`src/rtl/ycc_block_buffer.sv`:
```
// Ping-pong Y/Cb/Cr block buffer: stores one MCU (three raster-order blocks)
// per bank and replays it as aligned (y, cb, cr) pixel triples.
module ycc_block_buffer #(
   parameter int DATA_W  = 8,
   parameter int BLK_PIX = 64
) (
   input  logic                       clk,
   input  logic                       rst,
   input  logic [DATA_W-1:0]          sample_in,
   input  logic [1:0]                 comp_in,
   input  logic                       valid_in,
   output logic                       ready_out,
   output logic [DATA_W-1:0]          y,
   output logic [DATA_W-1:0]          cb,
   output logic [DATA_W-1:0]          cr,
   output logic [$clog2(BLK_PIX)-1:0] pix_idx,
   output logic                       valid_out,
   input  logic                       out_ready,
   output logic                       blk_done,
   output logic                       err
);

   // Handshake on both sides: a beat transfers on a rising edge where valid and
   // ready are both high; once valid is raised its data holds until that edge.

   localparam int IDX_W  = $clog2(BLK_PIX);
   localparam int MCU_W  = 3 * BLK_PIX;
   localparam int WC_W   = $clog2(MCU_W);
   localparam int ADDR_W = $clog2(2 * MCU_W);

   // Bank b occupies words b*MCU_W .. b*MCU_W+MCU_W-1, laid out Y, Cb, Cr.
   logic [DATA_W-1:0] mem [0:2*MCU_W-1];

   logic [1:0]       full;
   logic             wr_bank;
   logic             rd_bank;
   logic [WC_W-1:0]  wc;
   logic [IDX_W:0]   rc;

   logic              accept;
   logic              wc_last;
   logic [1:0]        exp_comp;
   logic [ADDR_W-1:0] wr_addr;

   logic              xfer;
   logic              last_xfer;
   logic              load_en;
   logic              nb;
   logic              src_bank;
   logic [IDX_W-1:0]  src_idx;
   logic              src_ok;
   logic [ADDR_W-1:0] y_addr;
   logic [ADDR_W-1:0] cb_addr;
   logic [ADDR_W-1:0] cr_addr;

   assign ready_out = !full[wr_bank] && !rst;
   assign accept    = valid_in && ready_out;
   assign wc_last   = (wc == WC_W'(MCU_W - 1));
   assign exp_comp  = 2'(wc >> IDX_W);
   assign wr_addr   = wr_bank ? (ADDR_W'(MCU_W) + ADDR_W'(wc)) : ADDR_W'(wc);

   assign xfer      = valid_out && out_ready;
   assign last_xfer = xfer && (pix_idx == IDX_W'(BLK_PIX - 1));
   assign load_en   = !valid_out || out_ready;
   assign nb        = ~rd_bank;

   // On the final transfer of a bank, pixel 0 of the other bank is fetched so
   // consecutive MCUs stream without a bubble.
   assign src_bank  = last_xfer ? nb : rd_bank;
   assign src_idx   = last_xfer ? '0 : rc[IDX_W-1:0];
   assign src_ok    = last_xfer ? full[nb]
                                : (full[rd_bank] && (rc < (IDX_W+1)'(BLK_PIX)));
   assign y_addr    = (src_bank ? ADDR_W'(MCU_W) : '0) + ADDR_W'(src_idx);
   assign cb_addr   = y_addr + ADDR_W'(BLK_PIX);
   assign cr_addr   = y_addr + ADDR_W'(2 * BLK_PIX);

   always_ff @(posedge clk) begin
      if (accept) begin
         mem[wr_addr] <= sample_in;
      end
   end

   always_ff @(posedge clk) begin
      if (rst) begin
         full      <= '0;
         wr_bank   <= 1'b0;
         rd_bank   <= 1'b0;
         wc        <= '0;
         rc        <= '0;
         err       <= 1'b0;
         valid_out <= 1'b0;
         y         <= '0;
         cb        <= '0;
         cr        <= '0;
         pix_idx   <= '0;
         blk_done  <= 1'b0;
      end else begin
         blk_done <= last_xfer;

         // A mis-tagged sample is still stored at the counter position.
         if (accept) begin
            if (comp_in != exp_comp) begin
               err <= 1'b1;
            end
            if (wc_last) begin
               full[wr_bank] <= 1'b1;
               wr_bank       <= ~wr_bank;
               wc            <= '0;
            end else begin
               wc <= wc + WC_W'(1);
            end
         end

         if (last_xfer) begin
            full[rd_bank] <= 1'b0;
            rd_bank       <= nb;
            rc            <= '0;
         end

         if (load_en) begin
            if (src_ok) begin
               y         <= mem[y_addr];
               cb        <= mem[cb_addr];
               cr        <= mem[cr_addr];
               pix_idx   <= src_idx;
               valid_out <= 1'b1;
               rc        <= (IDX_W+1)'(src_idx) + (IDX_W+1)'(1);
            end else begin
               valid_out <= 1'b0;
            end
         end
      end
   end

endmodule

```
`config.mk`:
```
export PLATFORM = sky130hd
export DESIGN_NAME = ycc_block_buffer
export DESIGN_NICKNAME = d
export VERILOG_FILES = /design/src/rtl/ycc_block_buffer.sv
export SDC_FILE = /design/constraint.sdc
export NUM_CORES = 2
export LEC_CHECK = 0
export BUFFER_PORTS_ARGS = -buffer_cell sky130_fd_sc_hd__buf_4
export CAP_MARGIN = 10
export CORE_MARGIN = 5
export CORE_UTILIZATION = 47
export CTS_CLUSTER_SIZE = 12
export DETAILED_ROUTE_END_ITERATION = 8
export GPL_TIMING_DRIVEN = 1
export HOLD_SLACK_MARGIN = 0.02
export PLACE_DENSITY = 0.72
export REMOVE_ABC_BUFFERS = 1
export SLEW_MARGIN = 0
export SYNTH_ARGS = -nofsm -noshare
export SYNTH_HDL_FRONTEND = slang
export SYNTH_SLANG_ARGS = --single-unit
export TNS_END_PERCENT = 10
```
`constraint.sdc`:
```
create_clock -name clk -period 2.61 [get_ports clk]
set_input_delay 0.261 -clock clk [delete_from_list [all_inputs] [get_ports clk]]
set_output_delay 0.261 -clock clk [all_outputs]
set_load 0.005 [all_outputs]
```
==> After elaboration in Yosys (flattened, before gate mapping) <==
Memories as Yosys holds them, arrays and structs flattened. A register that Yosys moved wholly into a read port is not among the register bits.
Cells that the tools add are included.
{ "totals": {"word_cells": 70, "ff_bits": 28, "in_bits": 14, "mem_bits_rw": 3072, "n_memories": 1} }
{ "mem_list": {"columns": ["name", "depth", "width", "read_ports", "rd_clocked_by_memory_dff", "wr", "line", "rtl"], "rows": [
  ["mem", 384, 8, 3, 3, 1, "32", "logic [DATA_W-1:0] mem [0:2*MCU_W-1];"]
]} }
{ "op_classes": {"n_eq_ne": 3, "reduce_logical": 14, "n_addsub": 6, "magnitude_cmp": 6, "n_mux": 26, "bitwise_logic": 5} }
{ "op_table": {"columns": ["operator", "count"], "rows": [
  ["2-to-1 mux 7 bit", 3],
  ["2-to-1 mux 8 bit", 2],
  ["2-to-1 mux 1 bit", 13],
  ["adder 8 x 6 -> 9 bit", 1],
  ["adder 8 x 8 -> 9 bit (first input constant)", 1],
  ["adder 9 x 7 -> 9 bit (second input constant)", 1],
  ["adder 9 x 8 -> 9 bit (second input constant)", 1],
  ["2-to-1 mux 9 bit", 1],
  ["adder 8 x 1 -> 8 bit (second input constant)", 1],
  ["equality test 8 bit (second input constant)", 1],
  ["2-to-1 mux 2 bit", 4],
  ["adder 6 x 1 -> 7 bit (second input constant)", 1],
  ["logical AND 1 bit", 7],
  ["less-than comparator 7 bit (second input constant)", 1],
  ["equality test 6 bit (second input constant)", 1],
  ["less-than comparator 1 x 2 -> 1 bit (second input constant)", 3],
  ["2-to-1 mux 6 bit", 1],
  ["AND reduction 2 bit", 3],
  ["logical NOT 1 bit", 3],
  ["AND 2 bit", 1],
  ["demux 1 bit (select 1 bit)", 2],
  ["greater-or-equal comparator 1 bit (second input constant)", 2],
  ["!= test 2 bit", 1],
  ["inverter 1 bit", 2],
  ["other kinds (3)", 3]
]} }

==> Longest topological paths before layout <==
{ "depth": {"depth_word": 10, "depth_mapped": 13, "depth_no_buf": 9} }

==> Least setup slack after synthesis <==
Ideal clock, no wire load.
{ "synth_timing": {"path_type": "reg-to-reg", "startpoint": "register wr_bank", "endpoint": "memory mem[319][0], enable pin", "n_path_buf": 4, "t_arrival_ns": 2.351, "required_ns": 2.240, "setup_slack_ns": -0.111, "path_stages_with_launch": 10, "path_cell_list": "dfxtp_1 -> clkbuf_1 -> a211oi_1 -> and2_1 -> clkbuf_1 -> and3_1 -> clkbuf_1 -> nand2_1 -> clkbuf_1 -> nor2_1"} }
{ "synth_between": {"elab_chain_cells": 7, "elab_cells_between_ends": 8, "cone_classes": "mux (5); reduce/logical (3)"} }
{ "synth_rtl": {"columns": ["element", "line", "rtl"], "rows": [
  ["start, declared", "35", "logic wr_bank;"],
  ["start signal, assigned", "107", "wr_bank <= ~wr_bank;"],
  ["2-to-1 mux 1 bit (implied by the code) (2 in series)", "56", "assign ready_out = !full[wr_bank] && !rst;"],
  ["logical NOT 1 bit", "56", null],
  ["logical AND 1 bit", "56", null],
  ["named net ready_out", "12", "output logic ready_out,"],
  ["logical AND 1 bit", "57", "assign accept = valid_in && ready_out;"],
  ["2-to-1 mux 1 bit", "78", "if (accept) begin"],
  ["2-to-1 mux 1 bit (implied by the code)", "79", "mem[wr_addr] <= sample_in;"],
  ["end, declared", "32", null]
]} }
The timed path passes the listed nets, and every way through them passes these cells. The select of a mux whose other input is x is not followed.

==> Worst setup path after layout <==
{ "layout_timing": {"startpoint": "register rc[1]", "endpoint": "register y[3], read port of mem"} }
{ "layout_between": {"elab_chain_cells": 4, "elab_cells_between_ends": 6, "cone_classes": "add/sub (1); order compare (1); mux (2); reduce/logical (2)"} }
{ "layout_rtl": {"columns": ["element", "line", "rtl"], "rows": [
  ["start, declared", "38", "logic [IDX_W:0] rc;"],
  ["start signal, assigned", "127", "rc <= (IDX_W+1)'(src_idx) + (IDX_W+1)'(1);"],
  ["less-than comparator 7 bit", "72", ": (full[rd_bank] && (rc < (IDX_W+1)'(BLK_PIX)));"],
  ["logical AND 1 bit", "72", null],
  ["2-to-1 mux 1 bit", "71", "assign src_ok = last_xfer ? full[nb]"],
  ["AND reduction 2 bit (no source line)", null, null],
  ["end, declared", "13", "output logic [DATA_W-1:0] y,"]
]} }
Parallel ways exist; a longest one is shown, timed or not.
A chain may end at the register's enable or synchronous reset.

==> reports/qor.txt <==
CTS tree - built
Most frequent cells in the layout - edfxtp_1, buf_4, nand2_1
Dpl ws - -1.03 ns
HP Class - primary input to flip-flop
FP Rows - 189
Number of global-route vias before repair - 83.0k
Placed insts - 12.7k
Power per cell area - 637 nW/µm²
Fmax - 335 MHz
CP Class - flip-flop to flip-flop
Drt total wl - 418 mm
Most common cell after layout, fill and taps aside - edfxtp_1
First-pass GRT wire length - 584 mm
Chip height - 525 µm
Area leader, netlist - edfxtp_1
Total global routing overflow - 0
Layout area overhead - 25.3%
Async S/R FF share, synth - 0
Clock tree buffer depth - 4
Crit path time final - 2.99 ns
Die span in x - 525 µm
Largest family of logic cells by synthesized area - compound AO/OA/AOI/OAI gates
Via count - 86.0k
LEAKAGE - 51.7 nW
Post-Synth Adder-Cell Area - 0.000704
Finished Layout Cells - 13.4k
Multiplexer share of the synthesized area - 0.0609
Sequential fraction of the synthesis area - 0.750
Nets - 9637
H-tree depth - 5
Reg2Reg Depth - 12
Worst vdd ir - 0.670 mV
FF-to-FF End - y[3]
Simple-gate share of the synthesized area - 0.0601
Post-Syn Area - 124000 µm²
Final hold violation count - 0
Port buffer count - 47
Setup ws final - -0.378 ns
Crit end category - flip-flop
Count of pins over their slew limit - 0
Largest net degree at the start of global routing - 119
Hold Path End - mem[118][2]
Post-synthesis compound-gate area fraction - 0.106
Cells after synthesis - 8238
Final setup fails - 24
Clock root buffer - clkbuf_16
Top cell type's share of synthesized area - 0.741
Gr usage total - 0.289
R2R Setup Slk - -0.38 ns
# Max-Cap Violations - 0
RSZ-0062 raised after global routing - yes
WL/cell - 31.3 µm
Slew @ Worst Pin - 0.774 ns
Clock-pin slew on the worst setup and hold paths - 0.07 ns
DR DRC count - 0
Worst slew margin - 0.484
CP startpoint kind - flip-flop
DP HPWL - 263 mm
HP Start - sample_in[2]
Yosys reg bits - 3124
Worst Hold Depth - 2
Final Cycle Share - 1.14
DR pass1 iterations - 9
1st-iter DRT viols - 13.9k
Share of cells above drive strength 1 - 0.286
Routed Antenna Nets - 0
Final Skew - 0.0632 ns
Fill cells - 18.9k
Hold slack final - 0.232 ns
Core area - 264000 µm²
Clk sinks - 3124
Post-synth EDFFs - 3072
Status - finished with violations
Initial antenna violation count - 20
Top cells by area, synth - edfxtp_1, mux2i_1, a21oi_1
Post-Route Utilization - 0.590
Num CTS Buffers - 333
Critical path arrival - 3.83 ns
Skew-Pair Late Insertion Delay - 0.99 ns
Syn avg cell area - 15.1 µm²
Die area - 275000 µm²
Failing checks - negative setup slack
Synthesis Warnings - 0
Crit path max fanout - 13
Reg2reg start - rc[1]
Post-synthesis cell type count - 74
Top Ports - 48
Top FF cell, synth - edfxtp_1
Final GP Congestion - 0.969
Vias per cell - 6.43
Critical Path RT - 3.45 ns
XOR/XNOR Fraction of Synth Area - 0.00113
Initial Util - 0.471
==> metrics by stage <==
step	instance area [µm²]	setup TNS, ns	power, W
5_1_grt	156000	-7.22	0.102
6_report	156000	-6.24	0.0993
2_1_floorplan	122000	-1625.81	0.0562
3_5_place_dp	141000	-16.43	0.0574
4_1_cts	154000	-4.10	0.0993
3_3_place_gp	141000	-15.51	0.0573
==> where the power goes <==
group          switching (W)  internal, W  total (W)
sequential        0.00000846       0.0551     0.0551
combinational        0.00108     0.000235    0.00131
clock                 0.0186       0.0243     0.0429
==> synthesized netlist by cell type, drive strengths merged, types with 11 or more instances <==
| master | number |
|---|---|
| a211oi | 167 |
| a21oi | 682 |
| a221oi | 54 |
| a22o | 21 |
| a22oi | 95 |
| a2bb2oi | 12 |
| a311oi | 63 |
| a31oi | 110 |
| and2 | 35 |
| and3 | 14 |
| buf | 283 |
| clkbuf | 330 |
| dfxtp | 52 |
| edfxtp | 3072 |
| inv | 47 |
| mux2 | 249 |
| mux2i | 376 |
| mux4 | 45 |
| nand2 | 799 |
| nand2b | 17 |
| nand3 | 107 |
| nand4 | 11 |
| nor2 | 542 |
| nor2b | 57 |
| nor3 | 44 |
| nor4 | 50 |
| o211ai | 30 |
| o21a | 14 |
| o21ai | 286 |
| o221ai | 246 |
| o22ai | 78 |
| o311ai | 43 |
| o31ai | 24 |
| or2 | 43 |
| or4 | 16 |
| xnor2 | 12 |
==> registers in the layout (all words and copies together), names as in the netlist <==
register,cells
cb,8
full,2
valid_out,1
rc,7
wr_bank,1
y,8
mem,3072
blk_done,1
cr,8
err,1
pix_idx,6
rd_bank,1
wc,8
==> worst max-delay path by stage <==
| stage | to | startpoint | cells past startpoint |
|---|---|---|---|
| finish | y[3] | rc[1] | 12 |
| global route | cb[5] | pix_idx[1] | 11 |
| CTS | y[3] | pix_idx[3] | 13 |
| detailed placement | y[7] | out_ready | 14 |
| global placement | y[7] | out_ready | 14 |
| floorplan | cr[3] | rc[1] | 8 |
==> metal layers <==
metal  wire length, µm  vias up  share of wire  track usage
li1                  -    35100              -            -
met1            143000    42100           0.34        0.375
met2            184000     7244           0.44        0.429
met3             61300     1512           0.15       0.0873
met4             30700       20          0.073        0.172
met5               116        -        0.00028            0
==> area by class of cell <==
cell class,instances,area [µm²],share of cell area
diodes,22,55.1,0.000353
clock buffers,469,9070,0.0582
clock inverters,71,440,0.00282
inverters,48,221,0.00142
multi-input cells,4454,31300,0.201
flip-flops and latches,3124,93300,0.599
well taps,3533,4420,0.0284
repair buffers,1653,17100,0.109
repair inverters,2,20.0,0.000128
==> critical path, cell delays in order (launching register included) <==
cell and delay, ns:
dfxtp_4 0.42, buf_4 0.14, o21ai_4 0.07, buf_12 0.15, buf_4 0.21, nor2_2 0.31
buf_4 0.24, buf_12 0.17, o21ai_1 0.09, a221oi_2 0.28, o21ai_2 0.17, a311oi_4 0.46
o21ai_1 0.13
==> cells by family after synthesis <==
| kind of cell | count (synthesis) |
|---|---|
| flops | 3124 |
| buf+inv | 661 |
| compound gates | 2006 |
| xor+xnor | 16 |
| fa+ha+maj | 7 |
| mux | 670 |
| simple gates | 1754 |
==> what timing repair did <==
action | 4_1_cts | 5_1_grt
setup buffers | 69 | 37
gates cloned | 27 | 19
hold buffers | 16 | 0
hold endpoints to repair | 1045 | 0
gates resized for setup | 466 | 220
endpoints found under the setup margin | 30 | 287
pin swaps | 92 | 87
(Power assumes the default switching activity.)
